File: src/rtl/dmem_arb_pkg.sv
// Shared types and default sizing for the data-memory arbiter.
// Optional statistics outputs on dmem_arbiter are enabled with DMEM_ARB_STATS_EN.
package dmem_arb_pkg;

    // owner      | meaning
    // OWN_NONE   | memory idle (or in reset) last cycle
    // OWN_PIPE   | MEM stage used the port last cycle
    // OWN_DBG    | debug/loader used the port last cycle
    typedef enum logic [1:0] {
        OWN_NONE = 2'd0,
        OWN_PIPE = 2'd1,
        OWN_DBG  = 2'd2
    } owner_t;

    localparam int DEFAULT_STARVE_MAX = 8;
    localparam int DEFAULT_CNT_W      = 8;

endpackage

File: src/rtl/dmem_arb_starve_ctr.sv
// Saturating count of consecutive refused debug cycles; at_max forces the next debug grant.
module dmem_arb_starve_ctr
    import dmem_arb_pkg::*;
#(
    parameter int MAX = DEFAULT_STARVE_MAX,
    parameter int W   = DEFAULT_CNT_W
) (
    input  logic clk,
    input  logic rst,
    input  logic clear,
    input  logic inc,
    output logic at_max
);

    logic [W-1:0] count;

    assign at_max = (count == W'(MAX));

    always_ff @(posedge clk) begin
        if (rst || clear) begin
            count <= '0;
        end else if (inc && !at_max) begin
            count <= count + W'(1);
        end
    end

endmodule

File: src/rtl/dmem_arbiter.sv
// Shares the single data-memory port between the MEM stage (priority) and a debug requester.
// Define DMEM_ARB_STATS_EN to add wrapping grant/stall statistics outputs.
module dmem_arbiter
    import dmem_arb_pkg::*;
#(
    parameter int STARVE_MAX = DEFAULT_STARVE_MAX,
    parameter int CNT_W      = DEFAULT_CNT_W
) (
    input  logic        clk,
    input  logic        rst,
    input  logic        mem_req,
    input  logic        mem_we,
    input  logic [31:0] mem_addr,
    input  logic [31:0] mem_wdata,
    output logic [31:0] mem_rdata,
    output logic        mem_stall,
    input  logic        dbg_valid,
    input  logic        dbg_we,
    input  logic [31:0] dbg_addr,
    input  logic [31:0] dbg_wdata,
    output logic        dbg_ready,
    output logic        dbg_rvalid,
    output logic [31:0] dbg_rdata,
    output logic [31:0] ram_addr,
    output logic [31:0] ram_wdata,
    output logic        ram_wen,
    input  logic [31:0] ram_rdata
`ifdef DMEM_ARB_STATS_EN
    ,
    output logic [31:0] stat_pipe_cnt,
    output logic [31:0] stat_dbg_cnt,
    output logic [31:0] stat_stall_cnt
`endif
);

    logic   at_max;
    logic   dbg_grant;
    logic   pipe_grant;
    logic   dbg_rd_q;
    owner_t owner;

    // Reset gates both grants so no write or handshake can escape while rst is high.
    assign dbg_grant  = !rst && dbg_valid && (!mem_req || at_max);
    assign pipe_grant = !rst && mem_req && !dbg_grant;

    assign ram_addr  = dbg_grant ? dbg_addr  : mem_addr;
    assign ram_wdata = dbg_grant ? dbg_wdata : mem_wdata;
    assign ram_wen   = dbg_grant ? dbg_we    : (pipe_grant && mem_we);
    assign mem_stall = dbg_grant && mem_req;
    assign dbg_ready = dbg_grant;
    assign mem_rdata = ram_rdata;

    dmem_arb_starve_ctr #(
        .MAX (STARVE_MAX),
        .W   (CNT_W)
    ) u_starve (
        .clk    (clk),
        .rst    (rst),
        .clear  (dbg_grant || !dbg_valid),
        .inc    (dbg_valid && !dbg_grant),
        .at_max (at_max)
    );

    always_ff @(posedge clk) begin
        if (rst) begin
            owner     <= OWN_NONE;
            dbg_rd_q  <= 1'b0;
            dbg_rdata <= '0;
        end else begin
            if (dbg_grant) begin
                owner <= OWN_DBG;
            end else if (pipe_grant) begin
                owner <= OWN_PIPE;
            end else begin
                owner <= OWN_NONE;
            end
            dbg_rd_q <= dbg_grant && !dbg_we;
            if (dbg_grant && !dbg_we) begin
                dbg_rdata <= ram_rdata;
            end
        end
    end

    // Both terms are registered, so the pulse is clean and lands one cycle after dbg_ready.
    assign dbg_rvalid = (owner == OWN_DBG) && dbg_rd_q;

`ifdef DMEM_ARB_STATS_EN
    always_ff @(posedge clk) begin
        if (rst) begin
            stat_pipe_cnt  <= '0;
            stat_dbg_cnt   <= '0;
            stat_stall_cnt <= '0;
        end else begin
            if (pipe_grant) stat_pipe_cnt  <= stat_pipe_cnt + 32'd1;
            if (dbg_grant)  stat_dbg_cnt   <= stat_dbg_cnt + 32'd1;
            if (mem_stall)  stat_stall_cnt <= stat_stall_cnt + 32'd1;
        end
    end
`endif

endmodule

File: config.mk
export PLATFORM = sky130hd
export DESIGN_NAME = dmem_arbiter
export DESIGN_NICKNAME = d
export VERILOG_FILES = /design/src/rtl/dmem_arb_pkg.sv /design/src/rtl/dmem_arb_starve_ctr.sv /design/src/rtl/dmem_arbiter.sv
export SDC_FILE = /design/constraint.sdc
export NUM_CORES = 1
export LEC_CHECK = 0
export BUFFER_PORTS_ARGS = -buffer_cell sky130_fd_sc_hd__buf_2
export CORE_AREA = 4 4 114 116
export CTS_CLUSTER_SIZE = 28
export DETAILED_ROUTE_END_ITERATION = 8
export DIE_AREA = 0 0 118 120
export GPL_TIMING_DRIVEN = 0
export PLACE_DENSITY_LB_ADDON = 0.08
export SYNTH_ARGS = -nofsm -noshare
export SYNTH_HDL_FRONTEND = slang
export SYNTH_SLANG_ARGS = --single-unit
export TNS_END_PERCENT = 5
File: constraint.sdc
create_clock -name clk -period 4.2 [get_ports clk]
set_input_delay 0.42 -clock clk [delete_from_list [all_inputs] [get_ports clk]]
set_output_delay 0.42 -clock clk [all_outputs]
set_load 0.02 [all_outputs]
== Word-level counts from Yosys, hierarchy flattened ==
Cells that the tools add are included.
Cells by class
  add/subtract/negate cells: 1
  equal/unequal tests: 2
  mux-type cells: 5
  reductions and logical operators: 20
Operators with widths (number)
  2-to-1 mux 32 bit: 2
  logical AND 1 bit: 10
  adder 8 x 1 -> 8 bit (second input constant): 1
  equality test 8 x 4 -> 1 bit (second input constant): 1
  zero test 1 bit: 6
  logical OR 1 bit: 3
  equality test 2 bit (second input constant): 1
  2-to-1 mux 1 bit: 2
  2-to-1 mux 2 bit: 1
  OR reduction 2 bit: 1
Word-level totals
  register bits after elaboration: 43
  input bits: 166
  output and inout port bits: 132

== Depth between registers and ports, before layout ==
Gate-level depths: netlist (run 1).
  depth after elaboration: 7
  gate-level depth with buffers: 9

== Cells and area by module ==
From an unflattened synthesis (run 1), not the netlist that was laid out.
Unflattened totals
  cells, all modules: 274
  area, all modules: 2917.8 µm²
By module, submodules not included
  dmem_arbiter: instances 1, cells an instance 224, area an instance 2498.6 µm², seq. area each 700.7 µm²
  dmem_arb_starve_ctr: instances 1, cells an instance 50, area an instance 419.2 µm², seq. area each 160.2 µm²

== Least setup slack after synthesis (run 1) ==
Ideal clock, no wire load.
  path kind: reg2out
  start point: reg u_starve.count[0]
  end point: out ram_wen
  arrival time: 1.968 ns
  data required time: 3.780 ns
  slack: 1.812 ns
  cell stages (with the launch flop): 10
  cell sequence: dfxtp_1 inv_1 ha_1 nand4bb_1 o41ai_4 nand2_2 buf_6 buf_4 inv_1 o21ai_0
On the way
  longest elaborated chain between the ends: 7
RTL lines
  start: declaration: line dmem_arb_starve_ctr.sv:15  | logic [W-1:0] count;
  start signal: assignment: line dmem_arb_starve_ctr.sv:23  | count <= count + W'(1);
  equality test 8 x 4 -> 1 bit (*): line dmem_arb_starve_ctr.sv:17  | assign at_max = (count == W'(MAX));
  logical OR 1 bit (*): line dmem_arbiter.sv:43  | assign dbg_grant = !rst && dbg_valid && (!mem_req || at_max);
  logical AND 1 bit (*): line dmem_arbiter.sv:43
  via dbg_ready: line dmem_arbiter.sv:21  | output logic dbg_ready,
  zero test 1 bit: line dmem_arbiter.sv:44  | assign pipe_grant = !rst && mem_req && !dbg_grant;
  logical AND 1 bit: line dmem_arbiter.sv:44
  logical AND 1 bit: line dmem_arbiter.sv:48  | assign ram_wen = dbg_grant ? dbg_we : (pipe_grant && mem_we);
  2-to-1 mux 1 bit (*): line dmem_arbiter.sv:48
  end: declaration: line dmem_arbiter.sv:26  | output logic ram_wen,
The timed path passes the listed nets; every way through them passes the cells marked *.

== Worst setup path after layout (run 1) ==
  start point: reg u_starve.count[0]
  end point: out ram_wdata[30]
On the way
  longest elaborated chain between the ends: 4
RTL lines
  equality test 8 x 4 -> 1 bit: line dmem_arb_starve_ctr.sv:17
  logical OR 1 bit: line dmem_arbiter.sv:43
  logical AND 1 bit: line dmem_arbiter.sv:43
  2-to-1 mux 32 bit: line dmem_arbiter.sv:47  | assign ram_wdata = dbg_grant ? dbg_wdata : mem_wdata;
  end: declaration: line dmem_arbiter.sv:25  | output logic [31:0] ram_wdata,
No other way between the ends.

==> implementation parameters, run 1 <==
Parameter                              Value

Worst setup path
  Start of the worst register-to-register path    u_starve.count[0]$_SDFFE_PP0P_
  Worst path required time    roughly 3800 ps
  Data arrival time of the critical path    2670 ps
  Startpoint of the worst setup timing path    u_starve.count[0]$_SDFFE_PP0P_
  CP endpoint    ram_wdata[30]
  Endpoint class of the critical path    output pin
  Highest net fanout along the worst path    10
  Crit Reg-Reg Endpoint    owner[0]$_SDFF_PP0_
  Critical Setup Path Class    flop to output pin
  Worst R2R Setup Slack    2050 ps
  CP startpoint kind    flop
  Path depth of the worst reg2reg path    9

Logic synthesis
  Total of warnings raised by yosys    0
  Synthesized instance count    308
  Number of enable-type register cells in the synthesized netlist    0
  Flop and latch count out of synthesis    between 40 and 50
  Proportion of register bits with asynchronous set or reset after synthesis    0
  Sequential area share after synthesis    0.309
  Dominant synthesized flop cell    dfxtp_1
  Syn_area_per_cell    9.05 sq um
  Count of distinct cell types in the synthesized netlist    23
  Cell types occupying the most area after synthesis    dfxtp_1 (31%), mux2_2 (19%), o311ai_0 (10%)
  Top cell type by total area after synthesis    dfxtp_1
  Post-synthesis net count    around 480
  Post-synthesis instance area    roughly 2800 sq um
  Yosys top cell area share    0.309

CTS
  H-tree Lvls    2
  Post-CTS setup buffers    0
  Clock Root Buffer    clkbuf_16
  Number of clock sinks seen by CTS    43
  CTS Hold Bufs    0
  Clock latency on the worst-skew pair    approximately 280 ps
  Maximum clock path buffer count    2
  CTS tree    yes
  Cts bufs inserted    5
  CTS clk-pin slew, worst paths    70 ps
  Post_cts resized    0

Timing
  Max-slew violation count    0
  Worst Max-Slew Pin Slew    567 ps
  Final setup violation count    0
  Final setup TNS    0 ps
  Number of hold-slack violations in the final timing report    0
  Clock skew after layout    7.28 ps
  RSZ-0062 raised after global routing    no
  Shortest clock period the worst path allows after layout    3090 ps
  Share of the clock period used by the worst path    0.736
  Max_slew headroom    0.621
  Maximum clock frequency    between 0.3 and 0.4 GHz

Detailed routing
  DR vias    between 3,000 and 4,000
  Drt via density    between 4 and 5
  Initial DRT Pass Iterations    4
  DRC violations left    0
  Count of routing violations after the opening detailed-route iteration    approximately 140
  Drt total wl    about 13 mm
  Mean routed wirelength per cell    between 15 and 20 um
  ANT nets after route    0

Floorplan
  Starting Density    0.234
  Height of the die    120 um
  Count of pins on the block boundary    between 200 and 300
  Horiz. Die Dim    approximately 120 um
  Cell row count    40
  Overall die area    14,200 sq um
  Core footprint    11,900 sq um

Placed design
  Post-detailed-placement half-perimeter wirelength    11.0 mm
  Weighted congestion at the end of routability-driven global placement    around 0.83
  Post-placement cell area    4460 sq um
  Count of input and output buffers    between 200 and 300

Pwr
  Power Dens Cells    283 nW/um^2
  Static leakage    roughly 2.5 nW
  Peak supply drop    179 uV

Final layout
  Diode count    0
  Nets@finish    a little under 800
  Signed area change from the synthesized netlist to the final layout    66.7%
  Fraction of layout cells with a size suffix above 1    0.635
  Final std cell area, no fill    about 4600 sq um

Hold path
  Kind of path behind the tightest hold check    input pin to flop

Global routing
  Number of global-route vias before repair    between 3,000 and 4,000
  Tot GR Track Use    0.174
  GRT overflow    0
  Pin count of the biggest net entering global routing    14
  First-pass GRT wire length    19.7 mm
  Antenna violations before repair    0

Status
  Run status    finished, final reports clean

Flow run
  Max-capacitance violation count    0
## how the worst min path moves through the flow
| stage | start | end | cells past startpoint |
|---|---|---|---|
| 3_3_place_gp | dbg_rdata[28]$_SDFFE_PP0P_ | dbg_rdata[28]$_SDFFE_PP0P_ | 2 |
| 4_1_cts | ram_rdata[6] | dbg_rdata[6]$_SDFFE_PP0P_ | 3 |
| 5_1_grt | ram_rdata[7] | dbg_rdata[7]$_SDFFE_PP0P_ | 3 |
| 2_1_floorplan | u_starve.count[0]$_SDFFE_PP0P_ | u_starve.count[0]$_SDFFE_PP0P_ | 1 |
| 6_report | ram_rdata[6] | dbg_rdata[6]$_SDFFE_PP0P_ | 3 |
| 3_5_place_dp | dbg_rdata[18]$_SDFFE_PP0P_ | dbg_rdata[18]$_SDFFE_PP0P_ | 2 |
## per-layer routing
metal,part of all wire,track usage
met1,0.41,0.220
met2,0.50,0.307
met3,0.086,0.0429
met4,0.0044,0.0234
met5,0,0
## worst max-delay path: stages (launching register included)
cell	delay (ps)
dfxtp_1	350
inv_1	90
ha_1	150
nand4bb_1	180
o41ai_4	510
nand2_2	230
buf_6	220
buf_4	180
mux2_1	320
buf_2	170
## registers in the layout (all words and copies together), names as in the netlist
signal	count
owner	2
u_starve.count	8
dbg_rd_q	1
dbg_rdata	32
## stage by stage
step	utilization	worst slack [ps]	cells	power [mW]	hold WS (ps)
3_5_place_dp	0.374	1370	752	0.825	469
4_1_cts	0.390	1060	760	1.33	355
5_1_grt	0.390	954	760	1.38	364
6_report	0.390	1110	760	1.32	356
2_1_floorplan	-	1810	308	0.643	441
3_3_place_gp	0.374	1420	752	0.823	464
## synthesized netlist by cell type (2+ instances only)
library cell  instances
xor2_1                2
nand3_1              38
clkbuf_1             22
o311ai_0             32
inv_1                 8
buf_6                 2
dfxtp_1              43
ha_1                  2
buf_4                33
mux2_1               16
nand2_1              34
nor2_1               12
xnor2_1               4
nor3_1                4
mux2_2               48
## report_power, final
group	internal, mW	total [mW]	switching (mW)	leakage (nW)
registers	0.420	0.426	0.00590	0.349
logic	0.169	0.387	0.219	2.05
clock network	0.341	0.502	0.161	0.0911
total	0.930	1.32	0.386	2.49
## final cells by class
| class | count | area (sq um) |
|---|---|---|
| plain buffers | 57 | 353 |
| multi-input cells | 200 | 1540 |
| flip-flops and latches | 43 | 861 |
| fillers | 1246 | 7270 |
| well taps | 147 | 184 |
| repair buffers | 297 | 1490 |
| inverters | 8 | 30.0 |
| clock buffers | 6 | 129 |
| clock inverters | 2 | 60.1 |
## kinds of logic after synthesis
group                    Yosys count  synth area share
AO/OA/AOI/OAI                     36             0.119
multiplexers                      64             0.259
XOR/XNOR                           6            0.0189
buffers and inverters             65             0.137
adder cells (fa/ha/maj)            2           0.00898
flip-flops                        43             0.309
AND/OR/NAND/NOR                   92             0.148
## cells in the final DEF (no fill, tap or decap), drive strengths merged
master,count
clkbuf,28
nand3,38
nor3,4
xor2,2
o21ai,1
nand2b,1
o211ai,1
xnor2,4
and3,1
mux2,64
buf,332
o311ai,32
o41ai,1
nand2,35
nand4bb,1
bufinv,2
nor2,12
o41a,1
inv,8
ha,2
dfxtp,43
Note: power is estimated with default switching activity, not from simulation.
==> run 2, diff against run 1 <==
==> constraint.sdc (replaced) <==
create_clock -name clk -period 2.75 [get_ports clk]
set_input_delay 0.275 -clock clk [delete_from_list [all_inputs] [get_ports clk]]
set_output_delay 0.275 -clock clk [all_outputs]
set_load 0.02 [all_outputs]
==> run 2 against run 1 <==
Net effect:
- routed wire length rose by 0.42%
- combinational power rose by 54%
- cell count rose by 0.53%
- core utilization rose by 0.32 points
- setup slack got worse by 980 ps
- global-route usage barely moved
- total power rose by 53%
- flip-flop and latch count did not move
- cell area rose by 0.81%
- largest power group unchanged
==> implementation parameters, run 2 (synthesized netlist as in run 1, its figures left out) <==
Parameter                              Value

Status
  Run status    finished, final reports clean

Placed design
  Weighted congestion at the end of routability-driven global placement    around 0.83
  Post-detailed-placement half-perimeter wirelength    between 10 and 15 mm
  Place WS    approximately 61 ps
  Count of input and output buffers    297

Detailed routing
  DRC violations left    0
  Mean routed wirelength per cell    between 15 and 20 um
  Drt total wl    roughly 13 mm
  DR vias    roughly 3,500
  Initial DRT Pass Iterations    4
  Drt via density    4.52
  ANT nets after route    0
  Count of routing violations after the opening detailed-route iteration    roughly 140

Pwr
  Static leakage    2.52 nW
  Share of power burned in combinational logic    0.296
  Total chip power    between 2 and 2.5 mW
  Internal power    between 1 and 1.5 mW
  Switching share of power    0.292
  Peak supply drop    271 uV
  Power dissipated by switching net loads    586 uW
  Power Dens Cells    ~430 nW/um^2
  Clock network fraction of design power    0.380
  Sequential cell fraction of total power    0.324

Hold path
  Kind of path behind the tightest hold check    input pin to flop
  Startpoint of the worst hold path    ram_rdata[6]

Flow run
  Max-capacitance violation count    0

Floorplan
  Core footprint    11,900 sq um
  Horiz. Die Dim    around 120 um
  Height of the die    around 120 um
  Count of pins on the block boundary    298
  Overall die area    between 10,000 and 15,000 sq um
  Starting Density    0.234
  Cell row count    40

Global routing
  GRT overflow    0
  Tot GR Track Use    0.174
  Number of global-route vias before repair    about 3,600
  Antenna violations before repair    0
  First-pass GRT wire length    19.7 mm
  Pin count of the biggest net entering global routing    14

Final layout
  Most frequent cells in the layout    buf_2 (297), mux2_2 (48), dfxtp_1 (42), nand3_1 (38), buf_4 (37)
  Top reg by flops    dbg_rdata
  Signed area change from the synthesized netlist to the final layout    68.1%
  Commonest non-fill, non-tap cell in the layout    buf_2
  Fraction of layout cells with a size suffix above 1    0.642
  Filler instances    1,243
  Registers with the highest flip-flop counts    dbg_rdata x32, u_starve.count x8, owner x2
  Nets@finish    slightly below 800
  Diode count    0
  Max reg flops    32

Worst setup path
  Endpoint class of the critical path    output pin
  Largest stage delay, worst path    ~340 ps
  Highest net fanout along the worst path    10
  Crit Reg-Reg Endpoint    dbg_rdata[27]$_SDFFE_PP0P_
  Critical Setup Path Class    flop to output pin
  Data arrival time of the critical path    about 2400 ps
  Worst path required time    around 2500 ps
  Worst R2R Setup Slack    approximately 560 ps
  CP endpoint    ram_wdata[30]
  Buffers & Inverters on Critical Path    4
  Family of cells with the greatest summed delay on the critical path    buffers and inverters
  CP startpoint kind    flop
  List of cells traversed by the critical path    inv_1, ha_1, nand4bb_1, o41ai_4, nand2_2, buf_8, buf_4, mux2_1, buf_2
  Path depth of the worst reg2reg path    8
  Levels on crit path    9
  Slowest CP cell    dfxtp_2
  Start of the worst register-to-register path    u_starve.count[0]$_SDFFE_PP0P_
  Startpoint of the worst setup timing path    u_starve.count[0]$_SDFFE_PP0P_

CTS
  H-tree Lvls    2
  Cts bufs inserted    5
  CTS tree    yes
  Clock latency on the worst-skew pair    between 200 and 300 ps
  Number of clock sinks seen by CTS    43
  CTS clk-pin slew, worst paths    about 60 ps
  Maximum clock path buffer count    2
  Clock Root Buffer    clkbuf_16

Timing
  Maximum clock frequency    approximately 0.38 GHz
  Share of the clock period used by the worst path    0.954
  Post-route setup slack    127 ps
  Clock skew after layout    around 6.5 ps
  Final setup TNS    0 ps
  Max_slew headroom    0.639
  Worst hold slack across all endpoints    roughly 210 ps
  Final setup violation count    0
  Worst Max-Slew Pin Slew    541 ps
  Shortest clock period the worst path allows after layout    2620 ps
  Max-slew violation count    0
  RSZ-0062 raised after global routing    no
  Number of hold-slack violations in the final timing report    0
-- run 2: cell types whose count changed in the layout (fill, tap and decap cells not counted), sizes merged --
cell  previous run  this run
buf            332       336
-- run 2: stage by stage --
stage / cells / cell area [sq um] / util
finish: 764 / 4680 / 0.393
CTS: 764 / 4680 / 0.393
global placement: 752 / 4460 / 0.374
global route: 764 / 4680 / 0.393
floorplan: 308 / 2790 / -
detailed placement: 752 / 4460 / 0.374
-- run 2: metal layers --
layer | wire, um | share of wire | vias to the layer above | track usage
met3 | 1060 | 0.081 | 6 | 0.0434
met4 | 57 | 0.0044 | 0 | 0.0234
met2 | 6460 | 0.50 | 161 | 0.308
met5 | 0 | 0 | - | 0
li1 | - | - | 1701 | -
met1 | 5450 | 0.42 | 1587 | 0.220
-- run 2: power by group through the flow --
stage / sequential, mW / clock (mW) / combinational [mW]
after detailed placement: 0.664 / 0 / 0.596
final: 0.651 / 0.763 / 0.595
after CTS: 0.651 / 0.787 / 0.603
after global routing: 0.652 / 0.810 / 0.642
after global placement: 0.664 / 0 / 0.592
after floorplan: 0.683 / 0 / 0.300
-- run 2: worst min-delay path by stage --
stage,end,cells after the start
6_report,dbg_rdata[6]$_SDFFE_PP0P_,3
5_1_grt,dbg_rdata[7]$_SDFFE_PP0P_,3
4_1_cts,dbg_rdata[6]$_SDFFE_PP0P_,3
3_5_place_dp,dbg_rdata[18]$_SDFFE_PP0P_,2
3_3_place_gp,dbg_rdata[28]$_SDFFE_PP0P_,2
2_1_floorplan,owner[0]$_SDFF_PP0_,1
-- run 2: tightest hold or removal path, delay by kind of cell --
family | cells | cell delay (ps)
buffers and inverters | 1 | 90
AND/OR/NAND/NOR | 2 | 110
-- run 2: area by class of cell --
cell class | instances | area (sq um) | share of cell area
Timing Repair Buffer | 301 | 1520 | 0.324
Sequential cell | 43 | 862 | 0.184
Tap cell | 147 | 184 | 0.0393
Inverter | 8 | 30.0 | 0.00641
Clock inverter | 2 | 60.1 | 0.0128
Clock buffer | 6 | 129 | 0.0275
Multi-Input combinational cell | 200 | 1540 | 0.329
Buffer | 57 | 359 | 0.0767
-- run 2: repair_timing --
| item | in CTS | in global routing |
|---|---|---|
| resized for setup | 3 | 2 |
| pin swaps | 2 | 1 |
| hold buffers | 0 | 0 |
| hold endpoints to repair | 0 | 0 |
| buffers inserted | 4 | 0 |
| setup endpoints to repair | 62 | 53 |
==> run 3, diff against run 2 <==
--- a/config.mk
+++ b/config.mk
@@ -12,6 +12,7 @@
 export DIE_AREA = 0 0 118 120
 export GPL_TIMING_DRIVEN = 0
 export PLACE_DENSITY_LB_ADDON = 0.08
+export SETUP_SLACK_MARGIN = 0.15
 export SYNTH_ARGS = -nofsm -noshare
 export SYNTH_HDL_FRONTEND = slang
 export SYNTH_SLANG_ARGS = --single-unit
==> run 3 against run 2 <==
Net effect:
- flip-flop and latch count stayed put
- sequential power about the same
- total power grew 2.5%
- clock power hardly changed
- combinational power up 8.4%
- fmax up 4.9%
- largest cell class unchanged
- largest power group unchanged
- highest routed layer unchanged
==> implementation parameters, run 3 (synthesized netlist as in run 1, its figures left out) <==
Parameter                              Value

Detailed routing
  Drt total wl    roughly 13 mm
  DRC violations left    0
  Mean routed wirelength per cell    roughly 17 um
  Initial DRT Pass Iterations    4
  DR vias    between 3,000 and 4,000
  Drt via density    roughly 4.5
  Count of routing violations after the opening detailed-route iteration    around 140
  ANT nets after route    0

Worst setup path
  Critical Setup Path Class    flop to output pin
  Largest stage delay, worst path    around 330 ps
  Slowest CP cell    dfxtp_2
  Worst path required time    ~2500 ps
  Endpoint class of the critical path    output pin
  Highest net fanout along the worst path    10
  Data arrival time of the critical path    about 2200 ps
  Start of the worst register-to-register path    u_starve.count[0]$_SDFFE_PP0P_
  List of cells traversed by the critical path    inv_2, ha_2, nand4bb_4, o41ai_4, nand2_2, buf_8, buf_12, mux2_4, buf_6
  Startpoint of the worst setup timing path    u_starve.count[0]$_SDFFE_PP0P_
  CP startpoint kind    flop

Placed design
  Weighted congestion at the end of routability-driven global placement    0.832
  Post-placement cell area    around 4500 sq um
  Count of input and output buffers    between 200 and 300
  Post-detailed-placement half-perimeter wirelength    about 11 mm
  # placed instances    ~750

Timing
  Final setup TNS    0 ps
  Max_slew headroom    0.640
  Share of the clock period used by the worst path    0.909
  Maximum clock frequency    between 0.4 and 0.5 GHz
  Clock skew after layout    approximately 6.3 ps
  RSZ-0062 raised after global routing    no
  Max-slew violation count    0
  Worst hold slack across all endpoints    212 ps
  Final setup violation count    0
  Worst Max-Slew Pin Slew    540 ps
  Number of hold-slack violations in the final timing report    0
  Shortest clock period the worst path allows after layout    between 2000 and 2500 ps

Final layout
  Final std cell area, no fill    4910 sq um
  Diode count    0
  Signed area change from the synthesized netlist to the final layout    76.2%
  Top reg by flops    dbg_rdata
  Final Instance Count excl. Fillers    between 700 and 800
  Max reg flops    32
  Registers with the highest flip-flop counts    dbg_rdata x32, u_starve.count x8, owner x2
  Fraction of layout cells with a size suffix above 1    0.680
  Most frequent cells in the layout    buf_2 (279), mux2_2 (49), dfxtp_1 (41), nand3_1 (38), buf_4 (38)
  Filler instances    1,218
  Nets@finish    about 790
  Commonest non-fill, non-tap cell in the layout    buf_2

Status
  Run status    finished, final reports clean

Floorplan
  Overall die area    between 10,000 and 15,000 sq um
  Height of the die    roughly 120 um
  Cell row count    40
  Starting Density    0.234
  Horiz. Die Dim    roughly 120 um
  Count of pins on the block boundary    between 200 and 300
  Core footprint    11,900 sq um

CTS
  CTS clk-pin slew, worst paths    ~60 ps
  CTS tree    yes
  Maximum clock path buffer count    2
  H-tree Lvls    2
  Number of clock sinks seen by CTS    43
  Cts bufs inserted    5
  CTS Hold Bufs    0
  Clock latency on the worst-skew pair    between 200 and 300 ps
  Clock Root Buffer    clkbuf_16

Global routing
  Antenna violations before repair    0
  Number of global-route vias before repair    around 3,700
  GRT overflow    0
  First-pass GRT wire length    between 20 and 25 mm
  Tot GR Track Use    0.178
  Pin count of the biggest net entering global routing    14

Pwr
  Static leakage    approximately 2.7 nW
  Power Dens Cells    420 nW/um^2
  Peak supply drop    about 270 uV

Flow run
  Max-capacitance violation count    0

Hold path
  Startpoint of the worst hold path    ram_rdata[6]
  Kind of path behind the tightest hold check    input pin to flop
-- run 3: routing by layer --
layer / share of wire / vias to the layer above / track usage / wire length (um)
met3: 0.078 / 8 / 0.0434 / 1040
met5: 0 / - / 0 / 0
met4: 0.0056 / 0 / 0.0256 / 74
met2: 0.51 / 161 / 0.319 / 6730
met1: 0.41 / 1578 / 0.220 / 5410
li1: - / 1704 / - / -
-- run 3: worst max-delay path, delay by kind of cell (launching register included) --
family                     cells  cell delay [ps]
AOI/OAI and AO/OA              1              290
adders and majority gates      1              190
buffers and inverters          4              500
DFF                            1              330
muxes                          1              310
and+or+nand+nor                2              320
-- run 3: worst paths after layout --
check | end | slack (ps) | cells past startpoint
max | ram_wdata[16] | 250 | 9
min | dbg_rdata[6]$_SDFFE_PP0P_ | 210 | 3
max reg2reg | dbg_rdata[30]$_SDFFE_PP0P_ | 640 | 8
min reg2reg | dbg_rdata[1]$_SDFFE_PP0P_ | 480 | 2
-- run 3: final cells by class --
class,instances,area (sq um),area share
sequential,43,863,0.176
clock inverter,2,60.1,0.0122
timing repair buffer,303,1640,0.335
multi-input combinational,200,1620,0.330
inverter,8,30.0,0.00612
buffer,57,380,0.0775
clock buffer,6,129,0.0263
tap,147,184,0.0375
-- run 3: per-stage QoR --
step | total power [mW] | util | setup slack (ps)
2_1_floorplan | 0.983 | - | 507
3_3_place_gp | 1.26 | 0.374 | 112
3_5_place_dp | 1.26 | 0.374 | 61.3
4_1_cts | 2.09 | 0.412 | 157
5_1_grt | 2.15 | 0.412 | 172
6_report | 2.06 | 0.412 | 250
-- run 3: timing repair --
item / 4_1_cts / 5_1_grt
gates resized for setup: 68 / 0
setup buffers: 6 / 0
pin swaps: 3 / 1
setup endpoints to repair: 67 / 59
-- run 3: report_power, final --
group	leakage [nW]	internal (mW)	switching [mW]	total (mW)
logic	2.22	0.300	0.345	0.645
registers	0.350	0.642	0.00870	0.650
clock network	0.0911	0.521	0.244	0.765
